## config.mk

```make
export PLATFORM = sky130hd
export DESIGN_NAME = ifu_fetch_flat
export DESIGN_NICKNAME = d
export VERILOG_FILES = /design/src/rtl/ifu_fetch_if.sv /design/src/rtl/ifu_fetch.sv /design/src/flat_wrapper.sv
export SDC_FILE = /design/constraint.sdc
export NUM_CORES = 1
export LEC_CHECK = 0
export ABC_AREA = 1
export BUFFER_PORTS_ARGS = -buffer_cell sky130_fd_sc_hd__buf_2
export CORE_ASPECT_RATIO = 2
export CORE_MARGIN = 2
export CORE_UTILIZATION = 25
export DETAILED_ROUTE_END_ITERATION = 7
export PLACE_DENSITY = 0.47
export SETUP_SLACK_MARGIN = 0.3
export SLEW_MARGIN = 30
export SYNTH_ARGS = -nofsm -noshare
export SYNTH_HDL_FRONTEND = slang
export SYNTH_SLANG_ARGS = --single-unit
```

## constraint.sdc

```tcl
create_clock -name clk -period 2.8 [get_ports clk]
set_input_delay 0.28 -clock clk [delete_from_list [all_inputs] [get_ports clk]]
set_output_delay 0.28 -clock clk [all_outputs]
set_load 0.02 [all_outputs]
```

## src/rtl/ifu_fetch_if.sv

```systemverilog
// ----------------------------------------------------------------------------
// ifu_fetch_if
// Bundles every non-clock/reset signal of the instruction fetch stage:
//   - execute-stage next-PC input   (pc_in, pc_w_en)
//   - architectural PC output       (pc_out)
//   - memory request channel        (req_valid, req_addr, req_ready)
//   - memory response channel       (rsp_valid, rsp_data, rsp_err)
//   - decode handshake              (inst_valid, inst, inst_ready)
//   - fault reporting               (fetch_fault, fault_cause)
// master: the fetch stage itself. slave: its environment (memory, decode,
// execute).
// ----------------------------------------------------------------------------
interface ifu_fetch_if #(
  parameter int ISA_WIDTH = 32
);
  logic [ISA_WIDTH-1:0] pc_in;
  logic                 pc_w_en;
  logic [ISA_WIDTH-1:0] pc_out;
  logic                 req_valid;
  logic [ISA_WIDTH-1:0] req_addr;
  logic                 req_ready;
  logic                 rsp_valid;
  logic [ISA_WIDTH-1:0] rsp_data;
  logic                 rsp_err;
  logic                 inst_valid;
  logic [ISA_WIDTH-1:0] inst;
  logic                 inst_ready;
  logic                 fetch_fault;
  logic [1:0]           fault_cause;

  modport master (
    input  pc_in, pc_w_en, req_ready, rsp_valid, rsp_data, rsp_err, inst_ready,
    output pc_out, req_valid, req_addr, inst_valid, inst, fetch_fault, fault_cause
  );

  modport slave (
    output pc_in, pc_w_en, req_ready, rsp_valid, rsp_data, rsp_err, inst_ready,
    input  pc_out, req_valid, req_addr, inst_valid, inst, fetch_fault, fault_cause
  );
endinterface

```

## src/rtl/ifu_fetch.sv

```systemverilog
// ----------------------------------------------------------------------------
// ifu_fetch
// Instruction fetch stage owning the architectural PC. One instruction is in
// flight at a time: request at PC, wait for the word, hand it to decode, then
// wait for execute to supply the next PC before fetching again.
// Ports:
//   clk  - rising-edge clock
//   rst  - asynchronous active-high reset
//   bus  - ifu_fetch_if.master (PC, memory request/response, decode handshake,
//          fault flags)
// Fault causes: 2'b01 misaligned next PC, 2'b10 memory access error. A fault
// parks the stage until reset.
// ----------------------------------------------------------------------------
module ifu_fetch #(
  parameter int                   ISA_WIDTH = 32,
  parameter logic [ISA_WIDTH-1:0] RESET_PC  = 32'h8000_0000
) (
  input  logic         clk,
  input  logic         rst,
  ifu_fetch_if.master  bus
);

  typedef enum logic [2:0] {
    S_IDLE  = 3'd0,
    S_REQ   = 3'd1,
    S_WAIT  = 3'd2,
    S_HOLD  = 3'd3,
    S_EXEC  = 3'd4,
    S_FAULT = 3'd5
  } state_t;

  localparam logic [1:0] CAUSE_NONE      = 2'b00;
  localparam logic [1:0] CAUSE_MISALIGN  = 2'b01;
  localparam logic [1:0] CAUSE_RSP_ERR   = 2'b10;

  state_t               r_state;
  logic [ISA_WIDTH-1:0] r_pc;
  logic [ISA_WIDTH-1:0] r_inst;
  logic                 r_inst_valid;
  logic                 r_fetch_fault;
  logic [1:0]           r_fault_cause;

  logic                 w_pc_misaligned;

  // Only word-aligned next PCs are accepted.
  assign w_pc_misaligned = |bus.pc_in[1:0];

  // Fetch sequencing, PC commit, instruction capture and fault recording.
  always_ff @(posedge clk or posedge rst) begin
    if (rst) begin
      r_state       <= S_IDLE;
      r_pc          <= RESET_PC;
      r_inst        <= '0;
      r_inst_valid  <= 1'b0;
      r_fetch_fault <= 1'b0;
      r_fault_cause <= CAUSE_NONE;
    end else begin
      case (r_state)
        S_IDLE: begin
          r_state <= S_REQ;
        end
        S_REQ: begin
          // Address is r_pc, which cannot change here, so it stays stable
          // while the memory stalls.
          if (bus.req_ready) begin
            r_state <= S_WAIT;
          end else begin
            r_state <= S_REQ;
          end
        end
        S_WAIT: begin
          // Only sampled from the cycle after acceptance onward, since the
          // REQ->WAIT edge is the acceptance itself.
          if (bus.rsp_valid) begin
            if (bus.rsp_err) begin
              r_fetch_fault <= 1'b1;
              r_fault_cause <= CAUSE_RSP_ERR;
              r_state       <= S_FAULT;
            end else begin
              r_inst       <= bus.rsp_data;
              r_inst_valid <= 1'b1;
              r_state      <= S_HOLD;
            end
          end else begin
            r_state <= S_WAIT;
          end
        end
        S_HOLD: begin
          if (bus.inst_ready) begin
            r_inst_valid <= 1'b0;
            r_state      <= S_EXEC;
          end else begin
            r_state <= S_HOLD;
          end
        end
        S_EXEC: begin
          if (bus.pc_w_en) begin
            if (w_pc_misaligned) begin
              r_fetch_fault <= 1'b1;
              r_fault_cause <= CAUSE_MISALIGN;
              r_state       <= S_FAULT;
            end else begin
              r_pc    <= bus.pc_in;
              r_state <= S_REQ;
            end
          end else begin
            r_state <= S_EXEC;
          end
        end
        S_FAULT: begin
          // Absorbing: flags hold, nothing is presented.
          r_inst_valid <= 1'b0;
          r_state      <= S_FAULT;
        end
        default: begin
          // Unreachable encodings recover by restarting the fetch sequence.
          r_inst_valid <= 1'b0;
          r_state      <= S_IDLE;
        end
      endcase
    end
  end

  assign bus.req_valid   = (r_state == S_REQ);
  assign bus.req_addr    = r_pc;
  assign bus.pc_out      = r_pc;
  assign bus.inst_valid  = r_inst_valid;
  assign bus.inst        = r_inst;
  assign bus.fetch_fault = r_fetch_fault;
  assign bus.fault_cause = r_fault_cause;

endmodule

```

## src/flat_wrapper.sv

```systemverilog
// flat-port wrapper written by rule: the top's interface ports become plain ports
module ifu_fetch_flat 
#(
  parameter int                   ISA_WIDTH = 32,
  parameter logic [ISA_WIDTH-1:0] RESET_PC  = 32'h8000_0000
)
  (clk, rst, bus_pc_in, bus_pc_w_en, bus_req_ready, bus_rsp_valid, bus_rsp_data, bus_rsp_err, bus_inst_ready, bus_pc_out, bus_req_valid, bus_req_addr, bus_inst_valid, bus_inst, bus_fetch_fault, bus_fault_cause);
  ifu_fetch_if #(.ISA_WIDTH(ISA_WIDTH)) bus_i ();
  input  logic clk;
  input  logic rst;
  input wire logic [$bits(bus_i.pc_in)-1:0] bus_pc_in;
  input wire logic [$bits(bus_i.pc_w_en)-1:0] bus_pc_w_en;
  input wire logic [$bits(bus_i.req_ready)-1:0] bus_req_ready;
  input wire logic [$bits(bus_i.rsp_valid)-1:0] bus_rsp_valid;
  input wire logic [$bits(bus_i.rsp_data)-1:0] bus_rsp_data;
  input wire logic [$bits(bus_i.rsp_err)-1:0] bus_rsp_err;
  input wire logic [$bits(bus_i.inst_ready)-1:0] bus_inst_ready;
  output wire logic [$bits(bus_i.pc_out)-1:0] bus_pc_out;
  output wire logic [$bits(bus_i.req_valid)-1:0] bus_req_valid;
  output wire logic [$bits(bus_i.req_addr)-1:0] bus_req_addr;
  output wire logic [$bits(bus_i.inst_valid)-1:0] bus_inst_valid;
  output wire logic [$bits(bus_i.inst)-1:0] bus_inst;
  output wire logic [$bits(bus_i.fetch_fault)-1:0] bus_fetch_fault;
  output wire logic [$bits(bus_i.fault_cause)-1:0] bus_fault_cause;
  assign bus_i.pc_in = bus_pc_in;
  assign bus_i.pc_w_en = bus_pc_w_en;
  assign bus_i.req_ready = bus_req_ready;
  assign bus_i.rsp_valid = bus_rsp_valid;
  assign bus_i.rsp_data = bus_rsp_data;
  assign bus_i.rsp_err = bus_rsp_err;
  assign bus_i.inst_ready = bus_inst_ready;
  assign bus_pc_out = bus_i.pc_out;
  assign bus_req_valid = bus_i.req_valid;
  assign bus_req_addr = bus_i.req_addr;
  assign bus_inst_valid = bus_i.inst_valid;
  assign bus_inst = bus_i.inst;
  assign bus_fetch_fault = bus_i.fetch_fault;
  assign bus_fault_cause = bus_i.fault_cause;
  ifu_fetch #(.ISA_WIDTH(ISA_WIDTH), .RESET_PC(RESET_PC)) u_core (.clk(clk), .rst(rst), .bus(bus_i));
endmodule
```

## Yosys cells after proc, flatten, opt, wreduce, memory -nomap -nowiden

Index checks and enable logic that the tools add are counted.

- Register bits: 71
- Output and inout port bits: 101

- Reduce and logical (&&, ||, !) cells: 8
- Equal/unequal tests: 11
- Bitwise operators: 3
- Multiplexer cells: 21

Operator list:

| cell | count |
|---|---|
| 3-bit case mux with 6 select lines | 1 |
| 3-bit 2-to-1 mux | 5 |
| 2-bit 2-to-1 mux | 5 |
| 2-bit != test, second input constant | 5 |
| 1-bit 2-to-1 mux | 7 |
| 3-bit by 2-bit == test with 1-bit output, second input constant | 2 |
| 3-bit == test, second input constant | 2 |
| 3-bit AND reduction | 2 |
| 5-bit AND reduction | 1 |
| 2-bit case mux with 2 select lines | 1 |
| 4-bit AND reduction | 1 |
| 3-bit by 1-bit == test with 1-bit output, second input constant | 1 |
| 3-bit zero test | 1 |
| 1-bit inverter | 3 |
| 1-bit case mux with 3 select lines | 1 |
| 3-bit OR reduction | 1 |
| 2-bit by 1-bit != test with 1-bit output, second input constant | 1 |
| 1-bit case mux with 2 select lines | 1 |
| 2-bit nonzero test | 1 |
| 2-bit OR reduction | 1 |

## Longest topological paths before layout

Gate-level depths: netlist of the first run.

- Depth after elaboration: 4
- Gate-level depth with buffers: 8
- Mapped depth without buffers: 7

## Least setup slack after synthesis of the first run

OpenSTA, ideal clock, no wires.

- Kind: flip-flop to flip-flop
- Start: register u_core.r_state[1]
- End: register u_core.r_pc[22] (netlist: u_core.bus.pc_out[22])
- Stages on the path, launching flop included: 8
- Path slack: 1484 ps
- Required time: 2683 ps
- Arrival: 1199 ps
- Setup time: 117 ps
- Path buffers: 1
- Path through: dfrtp_1 > inv_2 > nand2_4 > nor3_4 > inv_4 > buf_6 > nand2_1 > nand2_1

- Word-level cells in the longest chain between the ends: 2

RTL lines:

| what | line | text |
|---|---|---|
| start: declaration | ifu_fetch.sv:36 | `state_t r_state;` |
| start signal: assignment | ifu_fetch.sv:51 | `r_state <= S_IDLE;` |
| start signal: assignment | ifu_fetch.sv:60 | `r_state <= S_REQ;` |
| start signal: assignment | ifu_fetch.sv:66 | `r_state <= S_WAIT;` |
| 3-bit == test | ifu_fetch.sv:58 | `case (r_state)` |
| 3-bit AND reduction (no line) | -- |  |
| end signal: assignment | ifu_fetch.sv:103 | `r_pc <= bus.pc_in;` |
| end: declaration | ifu_fetch.sv:37 | `logic [ISA_WIDTH-1:0] r_pc;` |

Every way passes these cells.
A chain may end at the register's enable or synchronous reset.

## Final worst setup path of the first run

- Start: register u_core.r_state[2]
- End: register u_core.r_inst[26] (netlist: u_core.bus.inst[26])

- Word-level cells in the longest chain between the ends: 2

RTL lines:

| what | line | text |
|---|---|---|
| 3-bit by 2-bit == test with 1-bit output | ifu_fetch.sv:58 |  |
| 3-bit AND reduction (no line) | -- |  |
| end signal: assignment | ifu_fetch.sv:80 | `r_inst <= bus.rsp_data;` |
| end: declaration | ifu_fetch.sv:38 | `logic [ISA_WIDTH-1:0] r_inst;` |

Every way passes these cells.

==> results of run 1 <==
==> metrics by stage <==
stage	cell area [um^2]	worst slack [ps]	power, W	cells	utilization
4_1_cts	4210	1130	0.00525	655	0.328
3_3_place_gp	3960	1130	0.00419	641	0.308
6_report	4210	1130	0.00516	655	0.328
2_1_floorplan	3250	725	0.00363	360	-
5_1_grt	4210	946	0.00554	655	0.328
3_5_place_dp	3960	1150	0.00421	641	0.308
==> synth_stat cells <==
| cell type | count | area share |
|---|---|---|
| sky130_fd_sc_hd__nand4_1 | 5 | 0.0096 |
| sky130_fd_sc_hd__buf_6 | 12 | 0.042 |
| sky130_fd_sc_hd__o21ai_2 | 19 | 0.051 |
| sky130_fd_sc_hd__nor3_1 | 1 | 0.0015 |
| sky130_fd_sc_hd__nor2_1 | 5 | 0.0058 |
| sky130_fd_sc_hd__nand2_2 | 2 | 0.0038 |
| sky130_fd_sc_hd__nor3_4 | 1 | 0.0050 |
| sky130_fd_sc_hd__clkbuf_1 | 1 | 0.0012 |
| sky130_fd_sc_hd__inv_4 | 1 | 0.0019 |
| sky130_fd_sc_hd__inv_1 | 44 | 0.051 |
| sky130_fd_sc_hd__nand2_4 | 1 | 0.0035 |
| sky130_fd_sc_hd__dfstp_2 | 1 | 0.0081 |
| sky130_fd_sc_hd__inv_2 | 4 | 0.0046 |
| sky130_fd_sc_hd__dfrtp_1 | 70 | 0.54 |
| sky130_fd_sc_hd__o21ai_1 | 6 | 0.0092 |
| sky130_fd_sc_hd__o211ai_1 | 1 | 0.0023 |
| sky130_fd_sc_hd__o21ai_0 | 8 | 0.012 |
| sky130_fd_sc_hd__nand3_1 | 7 | 0.011 |
| sky130_fd_sc_hd__a21oi_1 | 2 | 0.0031 |
| sky130_fd_sc_hd__buf_4 | 32 | 0.074 |
| sky130_fd_sc_hd__nand3_2 | 2 | 0.0062 |
| sky130_fd_sc_hd__nand2_1 | 135 | 0.16 |
==> sequential cells by signal, indices dropped and copies added (netlist names) <==
register                flops
u_core.bus.fetch_fault      1
u_core.bus.fault_cause      2
u_core.bus.inst_valid       1
u_core.bus.pc_out          32
u_core.r_state              3
u_core.bus.inst            32
==> worst max path at each step <==
stage / end / slack (ps) / depth (start not counted)
6_report: u_core.bus.inst[26] / 1130 / 6
5_1_grt: u_core.bus.inst[26] / 950 / 6
4_1_cts: u_core.bus.inst[26] / 1130 / 6
3_5_place_dp: u_core.bus.inst[26] / 1150 / 6
3_3_place_gp: u_core.bus.inst[26] / 1130 / 6
2_1_floorplan: u_core.bus.fault_cause[0] / 730 / 1
==> worst register-to-register path: cells and delay by family (launching register included) <==
family / cells / cell delay, ps
compound gates: 1 / 220
buf+inv: 3 / 730
flops: 1 / 400
simple gates: 2 / 170
==> power breakdown <==
part	internal, W	switching [W]
combinational	0.000780	0.00153
sequential	0.00152	0.000328
clock	0.000582	0.000414
==> layout by cell type (no fill, tap or decap), types with 2 or more instances in the layout <==
master / n
sky130_fd_sc_hd__dfrtp_1: 70
sky130_fd_sc_hd__buf_2: 171
sky130_fd_sc_hd__nand4_1: 5
sky130_fd_sc_hd__nor2_1: 5
sky130_fd_sc_hd__nand2_1: 135
sky130_fd_sc_hd__inv_2: 4
sky130_fd_sc_hd__clkinv_2: 5
sky130_fd_sc_hd__inv_1: 43
sky130_fd_sc_hd__clkbuf_16: 9
sky130_fd_sc_hd__nand3_2: 2
sky130_fd_sc_hd__o21ai_1: 6
sky130_fd_sc_hd__nand3_1: 7
sky130_fd_sc_hd__buf_4: 2
sky130_fd_sc_hd__nand2_2: 2
sky130_fd_sc_hd__a21oi_1: 2
sky130_fd_sc_hd__o21ai_0: 8
sky130_fd_sc_hd__o21ai_2: 19
==> cell families (layout without fill, tap and decap cells) <==
kind of cell,count (synthesis),in the layout,share of synthesized area
AOI/OAI and AO/OA,36,36,0.0780
buffers and inverters,94,237,0.174
DFF,71,71,0.546
and+or+nand+nor,159,159,0.202
==> layer usage <==
| layer | wire length, um | GRT usage | vias to the layer above |
|---|---|---|---|
| met5 | 11 | 0 | - |
| met3 | 806 | 0.0378 | 10 |
| met4 | 114 | 0.0498 | 2 |
| li1 | - | - | 1337 |
| met2 | 3120 | 0.156 | 135 |
| met1 | 3450 | 0.150 | 1159 |
==> layout make-up <==
cell class,instances,area share
flip-flops and latches,71,0.422
well taps,152,0.0452
multi-input cells,195,0.216
clock buffers,9,0.0535
inverters,49,0.0446
clock inverters,5,0.00654
repair buffers,174,0.212
==> impl_table.tex, run 1 <==
\begin{tabular}{lr}
\hline
Metric & Value \\
\hline
\multicolumn{2}{l}{\textbf{Flow run}} \\
Max-capacitance violation count & 0 \\
\multicolumn{2}{l}{\textbf{Yosys}} \\
Syn Nets & roughly 430 \\
\#FFs+latches synth & 71 \\
Syn Std Cell Area & between 0.003 and 0.004 mm\^{}2 \\
Per-instance average area after synthesis & 9.04 um\^{}2 \\
Sequential-to-total area share from yosys stat & 0.546 \\
Post-Syn Instances & 360 \\
Number of synthesis warnings & 0 \\
Unique masters post-synth & 22 \\
\multicolumn{2}{l}{\textbf{Route}} \\
Wire length per cell after detailed routing & about 11 um \\
Number of search-and-repair iterations in the first detailed-routing pass & 4 \\
Initial drt markers & roughly 100 \\
Number of nets still failing antenna checks after routing & 0 \\
Routed WL & approximately 7500 um \\
DRC violation count after routing & 0 \\
Via-per-instance ratio & $\sim$4.0 \\
DR vias & between 2000 and 3000 \\
\multicolumn{2}{l}{\textbf{Critical path}} \\
Chain of cells forming the critical path & inv\_2 -> nand3\_2 -> inv\_2 -> nand3\_2 -> buf\_4 -> o21ai\_0 \\
CP Max Fanout & 65 \\
Register-to-register path setup slack & approximately 1100 ps \\
Slowest cell delay on critical path & 560 ps \\
Critical Path Source & u\_core.r\_state[2] \\
Count of buffer and inverter cells on the critical path & 3 \\
Kind of end point of the critical path & flip-flop \\
Setup Crit Path Kind & flip-flop to flip-flop \\
CP delay by family, top & buffers and inverters \\
Slowest library cell on the worst path & sky130\_fd\_sc\_hd\_\_buf\_4 \\
Data required, critical path & 2970 ps \\
Number of cells on the worst reg-to-reg path & 6 \\
End of the worst register-to-register path & u\_core.bus.inst[26] \\
R2R Path Start & u\_core.r\_state[2] \\
Worst setup SP type & flip-flop \\
Critical path data arrival time & roughly 1800 ps \\
\multicolumn{2}{l}{\textbf{STA}} \\
Post-route minimum period & about 1700 ps \\
Number of setup violations in the final report & 0 \\
Max-slew violation count & 0 \\
Setup Total Neg Slack & 0 ps \\
Setup repair after global routing missed its margin & no \\
Period Utilization, post-route & 0.597 \\
Max Freq & $\sim$600 MHz \\
Minimum hold slack & 4.28 ps \\
Hold Fails Final Rpt & 0 \\
Post-Route Skew & around 4 ps \\
Slew HR & 0.527 \\
Pin slew with the least headroom to its limit & approximately 700 ps \\
\multicolumn{2}{l}{\textbf{Place}} \\
Global placer's final weighted congestion & 0.733 \\
Total of buffers placed on input and output ports & around 170 \\
Placed wire-length estimate & about 5400 um \\
\multicolumn{2}{l}{\textbf{Layout}} \\
Area taken by multi-input logic gates & around 910 um\^{}2 \\
Reg area & between 0.0015 and 0.002 mm\^{}2 \\
Fraction of layout instances using a drive strength above 1 & 0.437 \\
Final antenna diode count & 0 \\
Filler Cell Count & 1410 \\
Area added between synthesis and finish & 29.4\% \\
Number of nets in the final layout & between 500 and 600 \\
\multicolumn{2}{l}{\textbf{Floorplan}} \\
Total die area & about 0.014 mm\^{}2 \\
Core outline area & 0.0128 mm\^{}2 \\
Ports & between 150 and 200 \\
Die outline height & 165 um \\
Die outline width & approximately 85 um \\
Initial cell density of the core & 0.253 \\
Num rows & between 50 and 60 \\
\multicolumn{2}{l}{\textbf{Power}} \\
Max VDD drop & approximately 0.00049 V \\
P\_leak & approximately 2.6 nW \\
Power Dens Cells & between 1000 and 1500 mW/mm\^{}2 \\
\multicolumn{2}{l}{\textbf{Global route}} \\
Overall overflow remaining after global route & 0 \\
Via count of the first global-routing pass & between 2000 and 2500 \\
First-pass GRT wire length & between 10000 and 15000 um \\
Initial antenna violation count & 1 \\
Largest net degree at the start of global routing & 66 \\
Tot GR Track Use & 0.110 \\
\multicolumn{2}{l}{\textbf{CTS}} \\
Library cell used as clock root buffer & sky130\_fd\_sc\_hd\_\_clkbuf\_16 \\
Quantity of hold-fixing buffers added after cts & 0 \\
Number of setup buffers added after CTS & 0 \\
CTS Buf Count & 9 \\
Total number of clock tree sinks & 71 \\
Buffer levels on the longest clock path & 2 \\
Clock-pin slew on the worst setup and hold paths & approximately 50 ps \\
Number of levels in the clock H-tree & 3 \\
Later-pin clock latency in the skew report & 320 ps \\
Clock tree from TritonCTS & built \\
Quantity of gates resized following cts & 0 \\
\multicolumn{2}{l}{\textbf{Outcome}} \\
Run status & finished clean \\
\multicolumn{2}{l}{\textbf{Worst hold path}} \\
Hold crit path type & input port to asynchronous set/reset pin \\
\hline
\end{tabular}
Power figures use the tool's default switching activity.
==> run 2, diff against run 1 <==
--- a/config.mk
+++ b/config.mk
@@ -5,13 +5,13 @@
 export SDC_FILE = /design/constraint.sdc
 export NUM_CORES = 1
 export LEC_CHECK = 0
-export ABC_AREA = 1
+export ABC_AREA = 0
 export BUFFER_PORTS_ARGS = -buffer_cell sky130_fd_sc_hd__buf_2
 export CORE_ASPECT_RATIO = 2
 export CORE_MARGIN = 2
 export CORE_UTILIZATION = 25
 export DETAILED_ROUTE_END_ITERATION = 7
-export PLACE_DENSITY = 0.47
+export PLACE_DENSITY = 0.48
 export SETUP_SLACK_MARGIN = 0.3
 export SLEW_MARGIN = 30
 export SYNTH_ARGS = -nofsm -noshare
==> constraint.sdc (replaced) <==
create_clock -name clk -period 1.46 [get_ports clk]
set_input_delay 0.146 -clock clk [delete_from_list [all_inputs] [get_ports clk]]
set_output_delay 0.146 -clock clk [all_outputs]
set_load 0.02 [all_outputs]
==> impl_table.tex, run 2 <==
\begin{tabular}{lr}
\hline
Metric & Value \\
\hline
\multicolumn{2}{l}{\textbf{STA}} \\
Post-Route Skew & 5.76 ps (was 4.10 ps) \\
Post-route minimum period & 1580 ps (was 1670 ps) \\
Slew HR & 0.746 (was 0.527) \\
Hold Fails Final Rpt & 0 (unchanged) \\
Minimum hold slack & 46.4 ps (was 4.28 ps) \\
Pin slew with the least headroom to its limit & 380 ps (was 710 ps) \\
Max-slew violation count & 0 (unchanged) \\
Crit path setup slack, layout & -116 ps (was 1130 ps) \\
Period Utilization, post-route & 1.08 (was 0.597) \\
Number of setup violations in the final report & 64 (was 0) \\
Max Freq & 635 MHz (was 598 MHz) \\
Setup repair after global routing missed its margin & yes (was no) \\
\multicolumn{2}{l}{\textbf{Layout}} \\
Area taken by multi-input logic gates & 0.00117 mm\^{}2 (was 911 um\^{}2) \\
Reg area & 0.00178 mm\^{}2 (unchanged) \\
Most common cell after layout, fill and taps aside & sky130\_fd\_sc\_hd\_\_buf\_2 (unchanged) \\
Filler Cell Count & 1286 (was 1410) \\
Number of nets in the final layout & 449 (was 571) \\
Area added between synthesis and finish & 43.5\% (was 29.4\%) \\
Commonest non-fill, non-tap cells in the layout & sky130\_fd\_sc\_hd\_\_buf\_2, sky130\_fd\_sc\_hd\_\_dfrtp\_1, sky130\_fd\_sc\_hd\_\_mux2\_4, sky130\_fd\_sc\_hd\_\_buf\_6, sky130\_fd\_sc\_hd\_\_clkbuf\_16 (was sky130\_fd\_sc\_hd\_\_buf\_2, sky130\_fd\_sc\_hd\_\_nand2\_1, sky130\_fd\_sc\_hd\_\_dfrtp\_1, sky130\_fd\_sc\_hd\_\_inv\_1, sky130\_fd\_sc\_hd\_\_o21ai\_2) \\
Final antenna diode count & 0 (unchanged) \\
Fraction of layout instances using a drive strength above 1 & 0.743 (was 0.437) \\
\multicolumn{2}{l}{\textbf{Power}} \\
Int Power & 0.00580 W (was 0.00288 W) \\
Power Dens Cells & 1950 mW/mm\^{}2 (was 1220 mW/mm\^{}2) \\
Clock group share of total power & 0.216 (was 0.193) \\
Sequential fraction of design power & 0.344 (was 0.358) \\
P\_leak & 2.62 nW (was 2.57 nW) \\
Proportion of total power due to net switching & 0.363 (was 0.441) \\
Part of the power in combinational logic & 0.440 (was 0.449) \\
Net switching power figure & 0.00330 W (was 0.00228 W) \\
Total Power & 0.00911 W (was 0.00516 W) \\
Max VDD drop & 0.000949 V (was 0.000490 V) \\
\multicolumn{2}{l}{\textbf{Yosys}} \\
Most area-hungry cell type in the Yosys netlist & sky130\_fd\_sc\_hd\_\_dfrtp\_1 (unchanged) \\
Async SR Flop Fraction & 1.00 (unchanged) \\
Number of enable flip-flop cells after synthesis & 0 (unchanged) \\
Prevailing post-synth register cell & sky130\_fd\_sc\_hd\_\_dfrtp\_1 (unchanged) \\
Unique masters post-synth & 29 (was 22) \\
\#FFs+latches synth & 71 (unchanged) \\
Syn Nets & 280 (was 431) \\
Post-Syn Instances & 209 (was 360) \\
Sequential-to-total area share from yosys stat & 0.545 (was 0.546) \\
Top cells by area in the synthesized netlist & sky130\_fd\_sc\_hd\_\_dfrtp\_1, sky130\_fd\_sc\_hd\_\_mux2\_4, sky130\_fd\_sc\_hd\_\_buf\_4, sky130\_fd\_sc\_hd\_\_buf\_6, sky130\_fd\_sc\_hd\_\_mux2\_2 (was sky130\_fd\_sc\_hd\_\_dfrtp\_1, sky130\_fd\_sc\_hd\_\_nand2\_1, sky130\_fd\_sc\_hd\_\_buf\_4, sky130\_fd\_sc\_hd\_\_o21ai\_2, sky130\_fd\_sc\_hd\_\_inv\_1) \\
Per-instance average area after synthesis & 15.6 um\^{}2 (was 9.04 um\^{}2) \\
Top cells by count, synth & sky130\_fd\_sc\_hd\_\_dfrtp\_1, sky130\_fd\_sc\_hd\_\_mux2\_4, sky130\_fd\_sc\_hd\_\_buf\_4 (was sky130\_fd\_sc\_hd\_\_nand2\_1, sky130\_fd\_sc\_hd\_\_dfrtp\_1, sky130\_fd\_sc\_hd\_\_inv\_1) \\
Synth top area share & 0.537 (was 0.538) \\
Number of synthesis warnings & 0 (unchanged) \\
Most numerous cell in the Yosys netlist & sky130\_fd\_sc\_hd\_\_dfrtp\_1 (was sky130\_fd\_sc\_hd\_\_nand2\_1) \\
Syn Std Cell Area & 0.00326 mm\^{}2 (was 0.00325 mm\^{}2) \\
\multicolumn{2}{l}{\textbf{Place}} \\
Total of buffers placed on input and output ports & 171 (unchanged) \\
Global placer's final weighted congestion & 0.678 (was 0.733) \\
Placed wire-length estimate & 5250 um (was 5420 um) \\
\multicolumn{2}{l}{\textbf{Route}} \\
Number of search-and-repair iterations in the first detailed-routing pass & 4 (unchanged) \\
DR vias & 2218 (was 2643) \\
DRC violation count after routing & 0 (unchanged) \\
Wire length per cell after detailed routing & 14.3 um (was 11.4 um) \\
Routed WL & 7650 um (was 7500 um) \\
Via-per-instance ratio & 4.15 (was 4.04) \\
Initial drt markers & 53 (was 102) \\
Number of nets still failing antenna checks after routing & 0 (unchanged) \\
\multicolumn{2}{l}{\textbf{Floorplan}} \\
Core outline area & 0.0128 mm\^{}2 (unchanged) \\
Die outline width & 84.8 um (was 84.7 um) \\
Num rows & 59 (unchanged) \\
Die outline height & 166 um (was 165 um) \\
Ports & 172 (unchanged) \\
Total die area & 0.0140 mm\^{}2 (about the same) \\
Initial cell density of the core & 0.254 (was 0.253) \\
\multicolumn{2}{l}{\textbf{CTS}} \\
Clock tree from TritonCTS & built (unchanged) \\
Clock-pin slew on the worst setup and hold paths & 60 ps (was 50 ps) \\
Number of levels in the clock H-tree & 3 (unchanged) \\
Buffer levels on the longest clock path & 2 (unchanged) \\
Library cell used as clock root buffer & sky130\_fd\_sc\_hd\_\_clkbuf\_16 (unchanged) \\
Later-pin clock latency in the skew report & 320 ps (about the same) \\
Total number of clock tree sinks & 71 (unchanged) \\
CTS Buf Count & 9 (unchanged) \\
\multicolumn{2}{l}{\textbf{Global route}} \\
First-pass GRT wire length & 11700 um (was 12100 um) \\
Initial antenna violation count & 0 (was 1) \\
Largest net degree at the start of global routing & 34 (was 66) \\
Overall overflow remaining after global route & 0 (unchanged) \\
Tot GR Track Use & 0.107 (was 0.110) \\
Via count of the first global-routing pass & 2207 (was 2453) \\
\multicolumn{2}{l}{\textbf{Worst hold path}} \\
Hold crit path type & input port to flip-flop (was input port to asynchronous set/reset pin) \\
\multicolumn{2}{l}{\textbf{Critical path}} \\
Critical path data arrival time & 1780 ps (was 1840 ps) \\
Worst setup SP type & flip-flop (unchanged) \\
Data required, critical path & 1670 ps (was 2970 ps) \\
Kind of end point of the critical path & flip-flop (unchanged) \\
CP Max Fanout & 7 (was 65) \\
Setup Crit Path Kind & flip-flop to flip-flop (unchanged) \\
\multicolumn{2}{l}{\textbf{Outcome}} \\
Run status & finished, violations left (was finished clean) \\
Violations in the final reports & negative setup slack \\
\multicolumn{2}{l}{\textbf{Flow run}} \\
Max-capacitance violation count & 0 (unchanged) \\
\hline
\end{tabular}
==> run 2: cell types whose count changed after synthesis, sizes merged, moves of 5 or more <==
cell	before	now
nand2	138	4
mux2	0	62
o21ai	33	0
nand4	5	0
inv	49	3
nand3	9	1
==> run 2: area by class of cell <==
type | instances | area share
timing repair buffer | 200 | 0.269
multi-input combinational | 93 | 0.251
clock buffer | 11 | 0.0519
inverter | 3 | 0.00321
tap | 152 | 0.0406
clock inverter | 4 | 0.00481
sequential | 71 | 0.380
==> run 2: power by group through the flow <==
| stage | Clock (W) | Sequential (W) | Combinational [W] |
|---|---|---|---|
| 6_report | 0.00197 | 0.00313 | 0.00401 |
| 5_1_grt | 0.00212 | 0.00323 | 0.00425 |
| 4_1_cts | 0.00206 | 0.00313 | 0.00395 |
| 3_5_place_dp | 0 | 0.00314 | 0.00375 |
| 3_3_place_gp | 0 | 0.00315 | 0.00373 |
| 2_1_floorplan | 0 | 0.00396 | 0.00196 |
==> run 2: cell families (layout without fill, tap and decap cells) <==
family                 Yosys count  in the layout  synth area share
AND/OR/NAND/NOR                 19             19            0.0411
buffers and inverters           45            218             0.107
flip-flops                      71             71             0.545
AO/OA/AOI/OAI                   12             12            0.0253
multiplexers                    62             62             0.281
==> run 2: path summary, 6_finish.rpt <==
path / startpoint / end / slack [ps] / depth (start not counted)
hold / removal: bus_pc_in[22] / u_core.bus.pc_out[22] / 50 / 2
hold reg to reg: u_core.bus.fetch_fault / u_core.bus.fetch_fault / 480 / 1
setup reg to reg: u_core.r_state[2] / u_core.bus.inst[27] / -120 / 5
min in group asynchronous: rst / u_core.bus.pc_out[11] / 360 / 3
setup / recovery: u_core.r_state[2] / u_core.bus.inst[27] / -120 / 5
max in group asynchronous: rst / u_core.bus.pc_out[31] / 580 / 4
==> run 2: metal layers <==
| layer | track usage | routed length [um] |
|---|---|---|
| met1 | 0.158 | 3610 |
| met2 | 0.141 | 3180 |
| met3 | 0.0343 | 794 |
| met4 | 0.0433 | 72 |
| met5 | 0 | 0 |
==> run 2: through the flow <==
step | util | std cells | setup TNS [ps] | setup WS (ps) | instance area, um^2
finish | 0.364 | 534 | -5570 | -116 | 4680
global route | 0.364 | 534 | -9610 | -185 | 4680
CTS | 0.357 | 530 | -2750 | -81.5 | 4590
detailed placement | 0.324 | 506 | -2730 | -126 | 4160
global placement | 0.324 | 506 | -1670 | -82.3 | 4160
floorplan | - | 209 | -1250 | -41.8 | 3280
==> run 2: timing repair <==
item | 4_1_cts | 5_1_grt
gates resized for setup | 22 | 10
gates cloned | 1 | 2
hold buffers | 1 | 0
buffers inserted | 7 | 2
hold endpoints to repair | 12 | 0
setup endpoints to repair | 72 | 73
pin swaps | 6 | 2
==> run 2: critical path, stage by stage (launching register included) <==
cell	delay, ps
sky130_fd_sc_hd__dfrtp_1	380
sky130_fd_sc_hd__and4bb_1	300
sky130_fd_sc_hd__nor2b_4	200
sky130_fd_sc_hd__buf_6	130
sky130_fd_sc_hd__buf_8	130
sky130_fd_sc_hd__mux2_4	310
